`src/rtl/imem_load_sequencer.sv`:
```
// Boot-time loader: pulls a program image word-by-word from an instruction source
// over a req/valid handshake and writes it into the instruction store from base_addr.
module imem_load_sequencer #(
  parameter int ADDR_W = 10,
  parameter int DATA_W = 32
) (
  input  logic              clk,
  input  logic              reset,
  input  logic              start,
  input  logic [ADDR_W-1:0] base_addr,
  input  logic [ADDR_W:0]   length,
  output logic              src_req,
  output logic [ADDR_W:0]   src_idx,
  input  logic              src_valid,
  input  logic [DATA_W-1:0] src_data,
  output logic              mem_we,
  output logic [ADDR_W-1:0] mem_addr,
  output logic [DATA_W-1:0] mem_wdata,
  output logic [ADDR_W-1:0] load_pc,
  output logic [ADDR_W:0]   words_loaded,
  output logic              busy,
  output logic              done,
  output logic              overflow
);

  typedef enum logic [1:0] {IDLE, REQ, WRITE, DONE} state_t;

  localparam logic [ADDR_W-1:0] PC_ONE  = ADDR_W'(1);
  localparam logic [ADDR_W-1:0] PC_TOP  = '1;
  localparam logic [ADDR_W:0]   CNT_ONE = (ADDR_W + 1)'(1);

  state_t              state, state_next;
  logic [ADDR_W-1:0]   pc_q;
  logic [ADDR_W:0]     len_q;
  logic [ADDR_W:0]     count_q;
  logic [DATA_W-1:0]   data_q;
  logic                ovf_q;
  logic                last_word;
  logic                at_top;

  assign last_word = ((count_q + CNT_ONE) == len_q);
  assign at_top    = (pc_q == PC_TOP);

  always_ff @(posedge clk) begin
    if (reset) state <= IDLE;
    else       state <= state_next;
  end

  // A completed image takes priority over hitting the top of the store,
  // so an image that exactly fills the store is not flagged as overflow.
  always_comb begin
    state_next = state;
    unique case (state)
      IDLE:  if (start) state_next = (length == '0) ? DONE : REQ;
      REQ:   if (src_valid) state_next = WRITE;
      WRITE: state_next = (last_word || at_top) ? DONE : REQ;
      DONE:  state_next = IDLE;
      default: state_next = IDLE;
    endcase
  end

  always_ff @(posedge clk) begin
    if (reset) begin
      pc_q    <= '0;
      len_q   <= '0;
      count_q <= '0;
      data_q  <= '0;
      ovf_q   <= 1'b0;
    end else begin
      unique case (state)
        IDLE: begin
          if (start) begin
            pc_q    <= base_addr;
            len_q   <= length;
            count_q <= '0;
            ovf_q   <= 1'b0;
          end
        end
        REQ: begin
          if (src_valid) data_q <= src_data;
        end
        WRITE: begin
          pc_q    <= pc_q + PC_ONE;
          count_q <= count_q + CNT_ONE;
          if (!last_word && at_top) ovf_q <= 1'b1;
        end
        default: ;
      endcase
    end
  end

  // src_idx is forced to zero outside REQ so every output reads 0 after reset.
  assign src_req      = (state == REQ);
  assign src_idx      = (state == REQ) ? count_q : '0;
  assign mem_we       = (state == WRITE);
  assign mem_addr     = pc_q;
  assign mem_wdata    = data_q;
  assign load_pc      = pc_q;
  assign words_loaded = count_q;
  assign busy         = (state != IDLE);
  assign done         = (state == DONE);
  assign overflow     = ovf_q;

endmodule

```
`config.mk`:
```
export PLATFORM = sky130hd
export DESIGN_NAME = imem_load_sequencer
export DESIGN_NICKNAME = d
export VERILOG_FILES = /design/src/rtl/imem_load_sequencer.sv
export SDC_FILE = /design/constraint.sdc
export NUM_CORES = 1
export LEC_CHECK = 0
export BUFFER_PORTS_ARGS = -buffer_cell sky130_fd_sc_hd__buf_2
export CAP_MARGIN = 20
export CELL_PAD_IN_SITES_DETAIL_PLACEMENT = 1
export CELL_PAD_IN_SITES_GLOBAL_PLACEMENT = 2
export CORE_AREA = 2 2 128 118
export DETAILED_ROUTE_END_ITERATION = 7
export DIE_AREA = 0 0 130 120
export PLACE_DENSITY = 0.83
export REMOVE_ABC_BUFFERS = 1
export SYNTH_ARGS = -nofsm -noshare
export SYNTH_HDL_FRONTEND = slang
export SYNTH_SLANG_ARGS = --single-unit
export TNS_END_PERCENT = 100
```
`constraint.sdc`:
```
create_clock -name clk -period 1.9 [get_ports clk]
set_clock_uncertainty 0.05 [all_clocks]
set_input_delay 0.38 -clock clk [delete_from_list [all_inputs] [get_ports clk]]
set_output_delay 0.38 -clock clk [all_outputs]
set_load 0.01 [all_outputs]
```
* After elaboration in Yosys (flattened, before gate mapping)
Index checks and enable logic that the tools add are counted.
W data, S select, Z words.
** Operators by class
- Equal/unequal tests :: 8
- Reduce and logical (&&, ||, !) cells :: 12
- Multiplexer cells :: 13
- Add/subtract/negate cells :: 2
** Operators with widths (number)
- $mux W11 :: 2
- $pmux W11 S2 :: 1
- $pmux W10 S2 :: 1
- $add A11 B1 Y11 const B :: 1
- $eq A11 B11 Y1 :: 1
- $logic_not A11 Y1 :: 1
- $add A10 B1 Y10 const B :: 1
- $eq A10 B10 Y1 const B :: 1
- $mux W10 :: 1
- $mux W2 :: 4
- $pmux W2 S4 :: 1
- $reduce_and A2 Y1 :: 4
- $eq A2 B2 Y1 const B :: 2
- $ne A2 B1 Y1 const B :: 2
- $reduce_bool A2 Y1 :: 2
- $reduce_and A3 Y1 :: 1
- $eq A2 B1 Y1 const B :: 1
- $logic_not A2 Y1 :: 1
- $mux W1 :: 2
- $ne A2 B2 Y1 const B :: 1
- $pmux W1 S2 :: 1
- $logic_and A1 B1 Y1 :: 1
- $logic_not A1 Y1 :: 1
- $logic_or A1 B1 Y1 :: 1
** Storage, ports and cells
- Bits of input ports :: 57
- Register bits :: 67

* Longest topological paths before layout
Gate-level depths: netlist of run 1.
- Word-level depth :: 6
- Gate-level depth with buffers :: 7
- Gate-level depth less buffers :: 6

* Worst setup path before layout of run 1
OpenSTA, ideal clock, no wires.
- Kind :: register -> register
- Start point :: register count_q[0] (netlist: words_loaded[0])
- End point :: register ovf_q (netlist: overflow)
- Cell stages (with the launch flop) :: 7
- Arrival time :: 1.886 ns
- Library setup time :: 0.137 ns
- Setup slack :: -0.173 ns
- Required time :: 1.713 ns
- Cell sequence :: dfxtp_1 -> ha_1 -> nand3_1 -> or3_1 -> a2111oi_2 -> and4_1 -> a221oi_1
** On the way
- Word-level cells in the longest chain between the ends :: 6
** Ends and longest elaborated chain
- start: declaration :: line 35 : logic [ADDR_W:0] count_q;
- start signal: assignment :: line 84 : count_q <= count_q + CNT_ONE;
- $add A11 B1 Y11 :: line 41 : assign last_word = ((count_q + CNT_ONE) == len_q);
- $eq A11 B11 Y1 :: line 41
- $logic_not A1 Y1 :: line 85 : if (!last_word && at_top) ovf_q <= 1'b1;
- $logic_and A1 B1 Y1 :: line 85
- $ne A2 B1 Y1 (no source line)
- $reduce_and A3 Y1 (no source line)
- end signal: assignment :: line 68 : ovf_q <= 1'b0;
- end signal: assignment :: line 76 : ovf_q <= 1'b0;
- end signal: assignment :: line 85
- end: declaration :: line 37 : logic ovf_q;
No other way between the ends.
A chain may end at the register's enable or synchronous reset.

* Worst setup path after layout of run 1
- Start point :: register count_q[1] (netlist: words_loaded[1])
- End point :: register ovf_q (netlist: overflow)
Same word-level chain as after synthesis.

==> flow_summary.html, run 1 <==
<table>
<tr><th>Metric</th><th>Value</th></tr>
<tr><th colspan="2">STA</th></tr>
<tr><td>Transition time at the pin with the least slew margin</td><td>585 ps</td></tr>
<tr><td>Max-Slew Margin vs Limit</td><td>roughly 60%</td></tr>
<tr><td>Number of failing hold endpoints at the final stage</td><td>0</td></tr>
<tr><td>Fin Hold WS</td><td>roughly 230 ps</td></tr>
<tr><td>Final critical-path setup slack</td><td>-37.0 ps</td></tr>
<tr><td>Tcrit/Tclk final</td><td>102%</td></tr>
<tr><td>Achievable clock frequency</td><td>516 MHz</td></tr>
<tr><td>Final Critical Period</td><td>1940 ps</td></tr>
<tr><td>Setup repair after global routing missed its margin</td><td>true</td></tr>
<tr><td>Final setup violation count</td><td>1</td></tr>
<tr><td>Final Max Tran Viols</td><td>0</td></tr>
<tr><th colspan="2">Floorplan</th></tr>
<tr><td>Die Ht</td><td>120 um</td></tr>
<tr><td>Die area</td><td>0.0156 mm2</td></tr>
<tr><td>Starting Density</td><td>between 20 and 25%</td></tr>
<tr><td>Core ar.</td><td>between 0.01 and 0.015 mm2</td></tr>
<tr><td>Width of the die</td><td>between 100 and 150 um</td></tr>
<tr><td>Number of top-level pins</td><td>about 140</td></tr>
<tr><td>Count of standard-cell rows</td><td>42</td></tr>
<tr><th colspan="2">Synth</th></tr>
<tr><td>Number of flip-flops and latches in the synthesized netlist</td><td>67</td></tr>
<tr><td>Avg Inst Size Synth</td><td>~7.9 um2</td></tr>
<tr><td>Post-synthesis cell type count</td><td>54</td></tr>
<tr><td>Syn Inst Count</td><td>408</td></tr>
<tr><td>Count of synthesis-stage warnings from yosys</td><td>0</td></tr>
<tr><td>Dominant register cell in the synthesized netlist</td><td>dfxtp_1</td></tr>
<tr><td>Post-synth design cell area</td><td>between 0.003 and 0.004 mm2</td></tr>
<tr><td>Share of flip-flops with an asynchronous set or reset</td><td>0%</td></tr>
<tr><td>Post-synth EDFFs</td><td>0</td></tr>
<tr><td>Sequential cell area fraction in the yosys report</td><td>between 40% and 50%</td></tr>
<tr><th colspan="2">Routing</th></tr>
<tr><td>Routed Antenna Nets</td><td>0</td></tr>
<tr><td>Detailed-route wire length</td><td>roughly 12 mm</td></tr>
<tr><td>Drt initial violations</td><td>123</td></tr>
<tr><td>Final routed DRC violation total</td><td>0</td></tr>
<tr><td>First-pass iteration count of the detailed router</td><td>4</td></tr>
<tr><td>Average wire length per cell after detail routing</td><td>approximately 15 um</td></tr>
<tr><td>Number of vias per cell</td><td>between 4 and 5</td></tr>
<tr><td>Total via count after detailed routing</td><td>3,465</td></tr>
<tr><th colspan="2">Global routing</th></tr>
<tr><td>Met3 track demand over resource in global routing</td><td>between 4 and 5%</td></tr>
<tr><td>First-pass GRT wire length</td><td>18.1 mm</td></tr>
<tr><td>Global routing usage on met2</td><td>approximately a quarter</td></tr>
<tr><td>Most Crowded Layer GR</td><td>met2</td></tr>
<tr><td>Total routing resource utilization after global routing</td><td>between 10% and 20%</td></tr>
<tr><td>GR Util met1</td><td>approximately a fifth</td></tr>
<tr><td>Number of antenna violations at the first check in global routing</td><td>2</td></tr>
<tr><td>Total global routing overflow</td><td>0</td></tr>
<tr><td>Largest net degree at the start of global routing</td><td>33</td></tr>
<tr><td>Number of global-route vias before repair</td><td>roughly 3,600</td></tr>
<tr><th colspan="2">Layout</th></tr>
<tr><td>Proportion of layout cells with a drive suffix above 1</td><td>38.1%</td></tr>
<tr><td>Final Net Count</td><td>612</td></tr>
<tr><td>Area Growth Syn to Fin</td><td>42.8%</td></tr>
<tr><td>Commonest non-fill, non-tap cells in the layout</td><td>buf_2 (135), nand2_1 (101), a21oi_1 (61), dfxtp_1 (61), buf_4 (31)</td></tr>
<tr><td>Leading cell type in the layout, fill and taps excluded</td><td>buf_2</td></tr>
<tr><th colspan="2">Clocking</th></tr>
<tr><td>Clock Root Buffer</td><td>clkbuf_16</td></tr>
<tr><td>CTS Buf Count</td><td>9</td></tr>
<tr><td># clock sinks</td><td>67</td></tr>
<tr><td>TritonCTS clock tree</td><td>yes</td></tr>
<tr><td>Clock transition time at the flip-flop clock pins of the worst setup and hold paths</td><td>around 60 ps</td></tr>
<tr><td>Clk Latency, worst-skew pair</td><td>approximately 340 ps</td></tr>
<tr><td># H-tree levels</td><td>3</td></tr>
<tr><td>Maximum buffer depth of the clock tree</td><td>2</td></tr>
<tr><td>Hold-fix buffers, CTS</td><td>0</td></tr>
<tr><th colspan="2">Critical path</th></tr>
<tr><td>Top fanout value on the critical path</td><td>5</td></tr>
<tr><td>Worst path required time</td><td>approximately 2000 ps</td></tr>
<tr><td>FF-to-FF Start</td><td>words_loaded[1]</td></tr>
<tr><td>Reg2reg setup slack</td><td>-40 ps</td></tr>
<tr><td>Depth of the worst register-to-register path</td><td>6</td></tr>
<tr><td>Crit Path Class</td><td>reg2reg</td></tr>
<tr><td>Worst Setup Start Kind</td><td>flop</td></tr>
<tr><td>Capture point of the worst reg-to-reg path</td><td>overflow</td></tr>
<tr><td>Crit path DAT</td><td>between 2000 and 2500 ps</td></tr>
<tr><td>Type of destination of the critical path</td><td>flop</td></tr>
<tr><th colspan="2">Place</th></tr>
<tr><td>Post-DP HPWL</td><td>around 8.6 mm</td></tr>
<tr><td>GP Congestion</td><td>about 0.83</td></tr>
<tr><td>Count of buffers inserted at the top-level ports</td><td>between 100 and 150</td></tr>
<tr><th colspan="2">Power and ir drop</th></tr>
<tr><td>Leakage power</td><td>2.04 nW</td></tr>
<tr><td>Switching part of the total</td><td>27.4%</td></tr>
<tr><td>Sequential share of power</td><td>between 40% and 50%</td></tr>
<tr><td>Largest vdd supply drop</td><td>between 300 and 400 uV</td></tr>
<tr><td>Logic pwr share</td><td>15.0%</td></tr>
<tr><td>Final total power</td><td>between 3 and 4 mW</td></tr>
<tr><td>Design internal power</td><td>2.61 mW</td></tr>
<tr><td>PD cells</td><td>784 mW/mm2</td></tr>
<tr><td>Clock share of power</td><td>roughly 42%</td></tr>
<tr><td>Switching power</td><td>about 0.98 mW</td></tr>
<tr><th colspan="2">Run status</th></tr>
<tr><td>Violations in the final reports</td><td>negative setup slack</td></tr>
<tr><td>Result of the run</td><td>finished with violations</td></tr>
<tr><th colspan="2">Min path</th></tr>
<tr><td>Min-Delay Startpoint</td><td>src_data[16]</td></tr>
<tr><td>Worst-case hold path end point</td><td>mem_wdata[16]</td></tr>
<tr><td>Hold path cells</td><td>3</td></tr>
<tr><td>Classification of the worst-slack hold path</td><td>in2reg</td></tr>
<tr><th colspan="2">Flow run</th></tr>
<tr><td>Maximum Capacitance Violations</td><td>0</td></tr>
</table>
## power by group through the flow
| stage | sequential, mW | clock, mW | combinational, mW |
|---|---|---|---|
| after CTS | 1.54 | 1.57 | 0.538 |
| after detailed placement | 1.57 | 0 | 0.526 |
| after global routing | 1.55 | 1.64 | 0.591 |
| final | 1.53 | 1.52 | 0.538 |
| after global placement | 1.56 | 0 | 0.509 |
| after floorplan | 1.59 | 0 | 0.202 |
## routing by layer
metal	wire [um]	part of all wire, %
met4	165	1.4
met3	671	5.8
met2	5670	49
met5	0	0
met1	5100	44
## critical path: stages (launching register included)
cell	delay [ps]
dfxtp_4	360
ha_4	160
nand3_2	90
or3_4	390
a2111oi_4	350
and4_4	310
a221oi_1	70
## logic make-up (layout without fill, tap and decap cells)
family	count (synthesis)	count (layout)	synth area share [%]
adder cells (fa/ha/maj)	2	2	0.779
buffers and inverters	40	189	7.29
AND/OR/NAND/NOR	182	182	27.2
AO/OA/AOI/OAI	103	103	19.2
XOR/XNOR	14	14	3.82
flip-flops	67	67	41.8
other	0	1	0
## area by class of cell
type                    count  area [um2]
diodes                      1        2.50
well taps                 198         248
clock inverters             3        15.0
inverters                   2        7.51
fillers                  1760        9760
multi-input cells         301        1700
flip-flops and latches     67        1350
clock buffers              12         246
repair buffers            172        1010
## worst max path at each step
stage,from,end,slack (ps),depth (start not counted)
detailed placement,words_loaded[1],overflow,-250,6
finish,words_loaded[1],overflow,-40,6
global route,words_loaded[0],overflow,-110,6
global placement,words_loaded[0],overflow,-50,6
floorplan,start,load_pc[0],-430,4
CTS,words_loaded[1],overflow,10,6
## timing repair
action                                  in CTS  in global routing
endpoints found under the setup margin       2                 16
pin swaps                                    4                  1
gates resized for setup                     15                  7
setup buffers                                1                  3
## per-stage QoR
step	utilization (%)	instance area (um2)	std cells	setup slack (ps)	TNS [ps]
after floorplan	-	2980	370	-427	-7910
after global placement	29.3	4210	736	-47.9	-88.6
after detailed placement	29.3	4210	736	-246	-421
after CTS	31.6	4540	752	10.7	0
after global routing	31.9	4580	756	-109	-167
final	31.9	4580	756	-37.0	-37.0
## state kept, by name (all words and copies together) (netlist names)
signal / count
state: 2
load_pc: 10
len_q: 11
words_loaded: 11
mem_wdata: 32
overflow: 1
## cells in the mapped netlist (2+ instances only)
cell | count | area share [%]
xor2_1 | 6 | 1.6
clkbuf_1 | 18 | 2.1
a31o_2 | 2 | 0.55
inv_1 | 2 | 0.23
nor3b_1 | 2 | 0.47
a21oi_1 | 61 | 9.5
and2_1 | 14 | 2.7
or3_1 | 2 | 0.39
o211ai_1 | 2 | 0.47
nor2b_1 | 3 | 0.58
a221oi_1 | 2 | 0.55
nand3_1 | 4 | 0.62
nand2b_1 | 3 | 0.58
a2111oi_0 | 3 | 0.82
a311oi_1 | 2 | 0.55
buf_4 | 12 | 2.8
o21ai_0 | 11 | 1.7
nor3_1 | 3 | 0.47
a211oi_1 | 6 | 1.4
and4_1 | 2 | 0.55
nor2_1 | 20 | 2.3
nand4_1 | 4 | 0.78
dfxtp_1 | 67 | 42
xnor2_1 | 8 | 2.2
or4_1 | 2 | 0.47
nand2_1 | 101 | 12
buf_2 | 3 | 0.47
and3_1 | 3 | 0.58
clkbuf_8 | 2 | 0.86
ha_1 | 2 | 0.78
a31oi_1 | 5 | 0.97
nor4_1 | 7 | 1.4
or2_2 | 2 | 0.39
buf_6 | 2 | 0.70
(Power assumes the default switching activity.)
==> run 2, diff against run 1 <==
Settings changed: SETUP_SLACK_MARGIN from default to 0.2.
==> run 2 against run 1 <==
Effect of this change:
- the run now ends clean
- sequential power about the same
- critical path type unchanged
- total power up 0.57%
- sequential share of layout area down 0.77 points
- utilization rose by 1.2 points
- final cell count increased by 0.13%
- die area did not move
==> flow_summary.html, run 2 (synthesis gave the netlist of run 1 again) <==
<table>
<tr><th>Metric</th><th>Value</th></tr>
<tr><th colspan="2">Run status</th></tr>
<tr><td>Result of the run</td><td>complete, no violations</td></tr>
<tr><th colspan="2">Clocking</th></tr>
<tr><td>Maximum buffer depth of the clock tree</td><td>2 (unchanged)</td></tr>
<tr><td>Clock Root Buffer</td><td>clkbuf_16</td></tr>
<tr><td># H-tree levels</td><td>3 (unchanged)</td></tr>
<tr><td>CTS Buf Count</td><td>9 (unchanged)</td></tr>
<tr><td>Clock transition time at the flip-flop clock pins of the worst setup and hold paths</td><td>60 ps (about the same)</td></tr>
<tr><td>TritonCTS clock tree</td><td>yes</td></tr>
<tr><td># clock sinks</td><td>67 (unchanged)</td></tr>
<tr><td>Clk Latency, worst-skew pair</td><td>340 ps (about the same)</td></tr>
<tr><td>Hold-fix buffers, CTS</td><td>0 (unchanged)</td></tr>
<tr><th colspan="2">STA</th></tr>
<tr><td>Fin Hold WS</td><td>228 ps (+1.63 ps)</td></tr>
<tr><td>Number of failing hold endpoints at the final stage</td><td>0 (unchanged)</td></tr>
<tr><td>Setup repair after global routing missed its margin</td><td>true</td></tr>
<tr><td>Max-Slew Margin vs Limit</td><td>58.9% (-2.1 points)</td></tr>
<tr><td>Tcrit/Tclk final</td><td>98.5% (-3.4 points)</td></tr>
<tr><td>Transition time at the pin with the least slew margin</td><td>613 ps (+28.3 ps)</td></tr>
<tr><td>Achievable clock frequency</td><td>534 MHz (+3.5%)</td></tr>
<tr><td>Final setup violation count</td><td>0 (-1)</td></tr>
<tr><td>Final Critical Period</td><td>1870 ps (-65.0 ps)</td></tr>
<tr><td>Final Max Tran Viols</td><td>0 (unchanged)</td></tr>
<tr><th colspan="2">Floorplan</th></tr>
<tr><td>Number of top-level pins</td><td>136 (unchanged)</td></tr>
<tr><td>Count of standard-cell rows</td><td>42 (unchanged)</td></tr>
<tr><td>Core ar.</td><td>0.0143 mm2 (unchanged)</td></tr>
<tr><td>Die Ht</td><td>120 um (unchanged)</td></tr>
<tr><td>Width of the die</td><td>130 um (unchanged)</td></tr>
<tr><td>Die area</td><td>0.0156 mm2 (unchanged)</td></tr>
<tr><td>Starting Density</td><td>22.4% (unchanged)</td></tr>
<tr><th colspan="2">Power and ir drop</th></tr>
<tr><td>PD cells</td><td>760 mW/mm2 (-3.0%)</td></tr>
<tr><td>Sequential share of power</td><td>42.4% (-0.3 points)</td></tr>
<tr><td>Logic pwr share</td><td>15.6% (+0.6 points)</td></tr>
<tr><td>Clock share of power</td><td>42.0% (-0.3 points)</td></tr>
<tr><td>Largest vdd supply drop</td><td>322 uV (+0.84%)</td></tr>
<tr><td>Leakage power</td><td>2.07 nW (+1.8%)</td></tr>
<tr><td>Design internal power</td><td>2.62 mW (+0.44%)</td></tr>
<tr><td>Switching part of the total</td><td>27.5% (+0.094 points)</td></tr>
<tr><td>Switching power</td><td>0.992 mW (+0.91%)</td></tr>
<tr><th colspan="2">Place</th></tr>
<tr><td>Count of buffers inserted at the top-level ports</td><td>135 (unchanged)</td></tr>
<tr><td>Post-DP HPWL</td><td>8.57 mm (unchanged)</td></tr>
<tr><td>GP Congestion</td><td>0.829 (unchanged)</td></tr>
<tr><th colspan="2">Critical path</th></tr>
<tr><td>Crit path DAT</td><td>2110 ps (+30 ps)</td></tr>
<tr><td>Worst path required time</td><td>2140 ps (+100 ps)</td></tr>
<tr><td>Worst setup path startpoint</td><td>words_loaded[0]</td></tr>
<tr><td>Worst Setup Start Kind</td><td>flop</td></tr>
<tr><td>Slowest cell delay on critical path</td><td>520 ps (+130 ps)</td></tr>
<tr><td>Type of destination of the critical path</td><td>flop</td></tr>
<tr><td>Worst-path cell with the longest stage delay</td><td>or4b_1</td></tr>
<tr><td>Crit Path Class</td><td>reg2reg</td></tr>
<tr><td>CP cell instances</td><td>ha_4 -&gt; nand3_4 -&gt; buf_6 -&gt; or4b_1 -&gt; o311a_1 -&gt; nor4_2 -&gt; a21o_1</td></tr>
<tr><td>Count of buffering cells on the critical path with inverters included</td><td>1 (+1)</td></tr>
<tr><td>Top fanout value on the critical path</td><td>11 (+6)</td></tr>
<tr><td>FF-to-FF Start</td><td>words_loaded[0]</td></tr>
<tr><td>Top cell family by delay on the critical path</td><td>simple AND/OR/NAND/NOR gates</td></tr>
<tr><td>Reg2reg setup slack</td><td>30 ps (+70 ps)</td></tr>
<tr><th colspan="2">Routing</th></tr>
<tr><td>First-pass iteration count of the detailed router</td><td>4 (unchanged)</td></tr>
<tr><td>Total via count after detailed routing</td><td>3,511 (+1.3%)</td></tr>
<tr><td>Detailed-route wire length</td><td>11.8 mm (+1.7%)</td></tr>
<tr><td>Average wire length per cell after detail routing</td><td>15.6 um (+1.6%)</td></tr>
<tr><td>Routed Antenna Nets</td><td>0 (unchanged)</td></tr>
<tr><td>Drt initial violations</td><td>134 (+8.9%)</td></tr>
<tr><td>Number of vias per cell</td><td>4.64 (+1.2%)</td></tr>
<tr><td>Final routed DRC violation total</td><td>0 (unchanged)</td></tr>
<tr><th colspan="2">Layout</th></tr>
<tr><td>Leading cell type in the layout, fill and taps excluded</td><td>buf_2</td></tr>
<tr><td>Post-route core utilization</td><td>33.1% (+1.2 points)</td></tr>
<tr><td>Commonest non-fill, non-tap cells in the layout</td><td>buf_2 (125), nand2_1 (100), a21oi_1 (59)</td></tr>
<tr><td>Area used by sequential logic in the layout</td><td>0.00137 mm2 (+1.0%)</td></tr>
<tr><td>Largest register FFs</td><td>32 (unchanged)</td></tr>
<tr><td>Number of fill cells in the layout</td><td>1,755 (-0.28%)</td></tr>
<tr><td>Final Net Count</td><td>613 (+0.16%)</td></tr>
<tr><td>Area Growth Syn to Fin</td><td>48.1%</td></tr>
<tr><td>Multi-input gate area in the final layout</td><td>0.00177 mm2 (+3.7%)</td></tr>
<tr><td>Proportion of layout cells with a drive suffix above 1</td><td>41.9% (+3.9 points)</td></tr>
<tr><th colspan="2">Global routing</th></tr>
<tr><td>Total global routing overflow</td><td>0 (unchanged)</td></tr>
<tr><td>Number of antenna violations at the first check in global routing</td><td>2 (unchanged)</td></tr>
<tr><td>Largest net degree at the start of global routing</td><td>33 (unchanged)</td></tr>
<tr><td>Number of global-route vias before repair</td><td>3,571 (-0.22%)</td></tr>
<tr><td>Total routing resource utilization after global routing</td><td>15.4% (+0.35 points)</td></tr>
<tr><td>First-pass GRT wire length</td><td>18.4 mm (+1.7%)</td></tr>
<tr><th colspan="2">Min path</th></tr>
<tr><td>Classification of the worst-slack hold path</td><td>in2reg</td></tr>
<tr><td>Min-Delay Startpoint</td><td>src_data[16]</td></tr>
<tr><th colspan="2">Flow run</th></tr>
<tr><td>Maximum Capacitance Violations</td><td>0 (unchanged)</td></tr>
</table>
## run 2: cell count changes in the layout (fill, tap and decap cells not counted), sizes merged
cell / delta
buf: +1
## run 2: layout make-up
| cell class | count | area share [%] |
|---|---|---|
| diodes | 1 | 0.0526 |
| clock buffers | 12 | 5.19 |
| clock inverters | 3 | 0.316 |
| inverters | 2 | 0.158 |
| multi-input cells | 301 | 37.1 |
| flip-flops and latches | 67 | 28.7 |
| well taps | 198 | 5.21 |
| repair buffers | 173 | 23.2 |
## run 2: metrics by stage
stage / setup WS (ps) / std cells / area [um2] / power, mW / setup TNS, ps
after floorplan: -427 / 370 / 2980 / 1.79 / -7910
after detailed placement: -246 / 736 / 4210 / 2.09 / -421
after global routing: -45.8 / 757 / 4750 / 3.80 / -53.4
final: 28.1 / 757 / 4750 / 3.61 / 0
after global placement: -47.9 / 736 / 4210 / 2.07 / -88.6
after CTS: 37.6 / 756 / 4690 / 3.67 / 0
## run 2: metal layers
metal	share of wire, %	wire, um	GRT usage (%)	vias to the layer above
li1	-	-	-	1700
met5	0	0	0	-
met2	49	5790	25.3	94
met3	5.0	586	3.21	12
met4	1.4	167	6.65	0
met1	45	5260	19.4	1705
## run 2: power by group through the flow
stage / Combinational, mW / Clock [mW] / Sequential, mW
CTS: 0.561 / 1.57 / 1.54
floorplan: 0.202 / 0 / 1.59
detailed placement: 0.526 / 0 / 1.57
finish: 0.562 / 1.52 / 1.53
global route: 0.616 / 1.64 / 1.54
global placement: 0.509 / 0 / 1.56
## run 2: path summary, 6_finish.rpt
kind                                      end  cells past startpoint
worst max register to register       state[1]                      7
worst max-delay path                 state[1]                      7
worst min register to register  mem_wdata[17]                      2
worst min-delay path            mem_wdata[16]                      3
## run 2: timing repair
item	in CTS	in global routing
hold endpoints to repair	0	0
gates resized for setup	49	21
gates cloned	1	0
pin swaps	17	2
endpoints found under the setup margin	24	26
setup buffers	4	0
## run 2: worst register-to-register path, cell delays in order (launching register included)
cell	delay, ps
dfxtp_2	360
ha_4	180
nand3_4	80
buf_6	150
or4b_1	520
o311a_1	150
nor4_2	170
a21o_1	150
==> run 3, diff against run 2 <==
Settings changed: REMOVE_ABC_BUFFERS 1 to default.
==> run 3 against run 2 <==
Effect of this change:
- total power increased by 10%
- largest power group is now the clock network
- non-clock buffer count increased by 11
- critical path depth decreased by 1
- maximum frequency increased by 0.99%
- utilization increased by 2.6 points
- worst hold slack improved by 8.5 ps
- sequential share of layout area decreased by 1.9 points
- first-iteration DRC count decreased by 29%
- final area increased by 7.8%
- combinational power increased by 19%
- clock power increased by 18%
- routed wire length increased by 4.9%
- highest routed layer unchanged
==> flow_summary.html, run 3 (synthesis gave the netlist of run 1 again) <==
<table>
<tr><th>Metric</th><th>Value</th></tr>
<tr><th colspan="2">Run status</th></tr>
<tr><td>Result of the run</td><td>complete, no violations</td></tr>
<tr><th colspan="2">Layout</th></tr>
<tr><td>Commonest non-fill, non-tap cells in the layout</td><td>buf_2 (122), nand2_1 (86), dfxtp_1 (56)</td></tr>
<tr><td>Proportion of layout cells with a drive suffix above 1</td><td>48.7% (+6.7 points)</td></tr>
<tr><td>Inserted Diodes</td><td>0 (-1)</td></tr>
<tr><td>Leading cell type in the layout, fill and taps excluded</td><td>buf_2</td></tr>
<tr><td>Count of placed standard cells in the final layout, fillers left out</td><td>767 (+1.3%)</td></tr>
<tr><td>Largest register FFs</td><td>32 (unchanged)</td></tr>
<tr><td>Area Growth Syn to Fin</td><td>59.7%</td></tr>
<tr><td>Final Net Count</td><td>624 (+1.8%)</td></tr>
<tr><th colspan="2">Floorplan</th></tr>
<tr><td>Width of the die</td><td>130 um (unchanged)</td></tr>
<tr><td>Die area</td><td>0.0156 mm2 (unchanged)</td></tr>
<tr><td>Number of top-level pins</td><td>136 (unchanged)</td></tr>
<tr><td>Count of standard-cell rows</td><td>42 (unchanged)</td></tr>
<tr><td>Starting Density</td><td>22.4% (unchanged)</td></tr>
<tr><td>Die Ht</td><td>120 um (unchanged)</td></tr>
<tr><td>Core ar.</td><td>0.0143 mm2 (unchanged)</td></tr>
<tr><th colspan="2">Critical path</th></tr>
<tr><td>Crit Path Class</td><td>reg2reg</td></tr>
<tr><td>Worst path required time</td><td>2060 ps (-80 ps)</td></tr>
<tr><td>Top fanout value on the critical path</td><td>5 (-6)</td></tr>
<tr><td>Crit path DAT</td><td>2010 ps (-100 ps)</td></tr>
<tr><td>Type of destination of the critical path</td><td>flop</td></tr>
<tr><td>Worst Setup Start Kind</td><td>flop</td></tr>
<tr><th colspan="2">STA</th></tr>
<tr><td>Tcrit/Tclk final</td><td>97.6% (-0.96 points)</td></tr>
<tr><td>Post-route setup TNS</td><td>0 ps (unchanged)</td></tr>
<tr><td>Max-Slew Margin vs Limit</td><td>70.9% (+12 points)</td></tr>
<tr><td>Number of failing hold endpoints at the final stage</td><td>0 (unchanged)</td></tr>
<tr><td>Final Max Tran Viols</td><td>0 (unchanged)</td></tr>
<tr><td>Final setup violation count</td><td>0 (unchanged)</td></tr>
<tr><td>Achievable clock frequency</td><td>539 MHz (+0.99%)</td></tr>
<tr><td>Final Critical Period</td><td>1850 ps (-18.3 ps)</td></tr>
<tr><td>Fin Hold WS</td><td>237 ps (+8.46 ps)</td></tr>
<tr><td>Setup repair after global routing missed its margin</td><td>true</td></tr>
<tr><td>Transition time at the pin with the least slew margin</td><td>435 ps (-178 ps)</td></tr>
<tr><th colspan="2">Clocking</th></tr>
<tr><td>Clk Latency, worst-skew pair</td><td>340 ps (about the same)</td></tr>
<tr><td>Hold-fix buffers, CTS</td><td>0 (unchanged)</td></tr>
<tr><td># clock sinks</td><td>67 (unchanged)</td></tr>
<tr><td>Clock Root Buffer</td><td>clkbuf_16</td></tr>
<tr><td>Maximum buffer depth of the clock tree</td><td>2 (unchanged)</td></tr>
<tr><td>CTS Buf Count</td><td>9 (unchanged)</td></tr>
<tr><td># H-tree levels</td><td>3 (unchanged)</td></tr>
<tr><td>TritonCTS clock tree</td><td>yes</td></tr>
<tr><td>Clock transition time at the flip-flop clock pins of the worst setup and hold paths</td><td>60 ps (about the same)</td></tr>
<tr><th colspan="2">Synth</th></tr>
<tr><td>Syn_nets</td><td>between 400 and 500</td></tr>
<tr><th colspan="2">Flow run</th></tr>
<tr><td>Maximum Capacitance Violations</td><td>0 (unchanged)</td></tr>
<tr><th colspan="2">Routing</th></tr>
<tr><td>Routed Antenna Nets</td><td>0 (unchanged)</td></tr>
<tr><td>Drt initial violations</td><td>95 (-29%)</td></tr>
<tr><td>Average wire length per cell after detail routing</td><td>16.1 um (+3.5%)</td></tr>
<tr><td>Final routed DRC violation total</td><td>0 (unchanged)</td></tr>
<tr><td>First-pass iteration count of the detailed router</td><td>4 (unchanged)</td></tr>
<tr><td>Number of vias per cell</td><td>4.60 (-0.80%)</td></tr>
<tr><td>Detailed-route wire length</td><td>12.4 mm (+4.9%)</td></tr>
<tr><td>Total via count after detailed routing</td><td>3,529 (+0.51%)</td></tr>
<tr><th colspan="2">Global routing</th></tr>
<tr><td>Number of antenna violations at the first check in global routing</td><td>0 (-2)</td></tr>
<tr><td>Number of global-route vias before repair</td><td>3,528 (-1.2%)</td></tr>
<tr><td>Largest net degree at the start of global routing</td><td>39 (+18%)</td></tr>
<tr><td>First-pass GRT wire length</td><td>18.4 mm (about the same)</td></tr>
<tr><td>Total global routing overflow</td><td>0 (unchanged)</td></tr>
<tr><td>Total routing resource utilization after global routing</td><td>15.2% (-0.19 points)</td></tr>
<tr><th colspan="2">Power and ir drop</th></tr>
<tr><td>Final total power</td><td>3.99 mW (+10%)</td></tr>
<tr><td>Largest vdd supply drop</td><td>417 uV (+29%)</td></tr>
<tr><td>PD cells</td><td>779 mW/mm2 (+2.4%)</td></tr>
<tr><td>Leakage power</td><td>2.27 nW (+9.6%)</td></tr>
<tr><th colspan="2">Min path</th></tr>
<tr><td>Classification of the worst-slack hold path</td><td>in2reg</td></tr>
<tr><th colspan="2">Place</th></tr>
<tr><td>Post-DP HPWL</td><td>8.46 mm (-1.3%)</td></tr>
<tr><td>GP Congestion</td><td>0.827 (-0.22%)</td></tr>
<tr><td>Count of buffers inserted at the top-level ports</td><td>135 (unchanged)</td></tr>
<tr><td>Number of placed instances, taps included</td><td>729 (-0.95%)</td></tr>
</table>
run 3: area by class of cell:
type / count / area (um2)
fillers: 1745 / 9220
multi-input cells: 301 / 1940
flip-flops and latches: 67 / 1370
repair buffers: 184 / 1240
well taps: 198 / 248
clock buffers: 10 / 239
clock inverters: 5 / 77.6
inverters: 2 / 10.0
run 3: path summary, 6_finish.rpt:
check	startpoint	to	slack, ps	depth (start not counted)
hold / removal	src_data[11]	mem_wdata[11]	240	3
setup / recovery	words_loaded[0]	overflow	50	6
setup reg to reg	words_loaded[0]	overflow	50	6
hold reg to reg	mem_wdata[29]	mem_wdata[29]	400	2
run 3: layer usage:
metal | routed length, um | vias up | part of all wire, % | global-route usage (%)
li1 | - | 1720 | - | -
met1 | 5620 | 1695 | 45 | 19.2
met3 | 616 | 13 | 5.0 | 4.15
met5 | 0 | - | 0 | 0
met2 | 6000 | 101 | 48 | 25.2
met4 | 148 | 0 | 1.2 | 4.44
run 3: critical path, cell delays in order, from the launching register on:
cell and delay [ps]:
dfxtp_4 370, ha_4 170, nand3_4 80, or3_4 410, a2111oi_4 320, and4_4 270, a221oi_2 50
run 3: per-stage QoR:
step | util, % | setup WS (ps) | instance area [um2]
2_1_floorplan | - | 151 | 3260
3_3_place_gp | 29.2 | 67.7 | 4190
3_5_place_dp | 29.2 | 49.4 | 4190
4_1_cts | 33.1 | 62.0 | 4750
5_1_grt | 35.7 | -38.0 | 5130
6_report | 35.7 | 46.3 | 5130
run 3: power by group:
part           internal (mW)  leakage [nW]  total, mW  switching, mW
Combinational          0.309          1.56      0.671          0.361
Clock                   1.17         0.154       1.79          0.620
Sequential              1.47         0.553       1.53         0.0614
run 3: repair_timing:
action | 4_1_cts | 5_1_grt
resized for setup | 37 | 77
pin swaps | 11 | 28
cloned | 1 | 3
endpoints found under the setup margin | 50 | 60
hold endpoints to repair | 0 | 0
setup buffers | 14 | 5
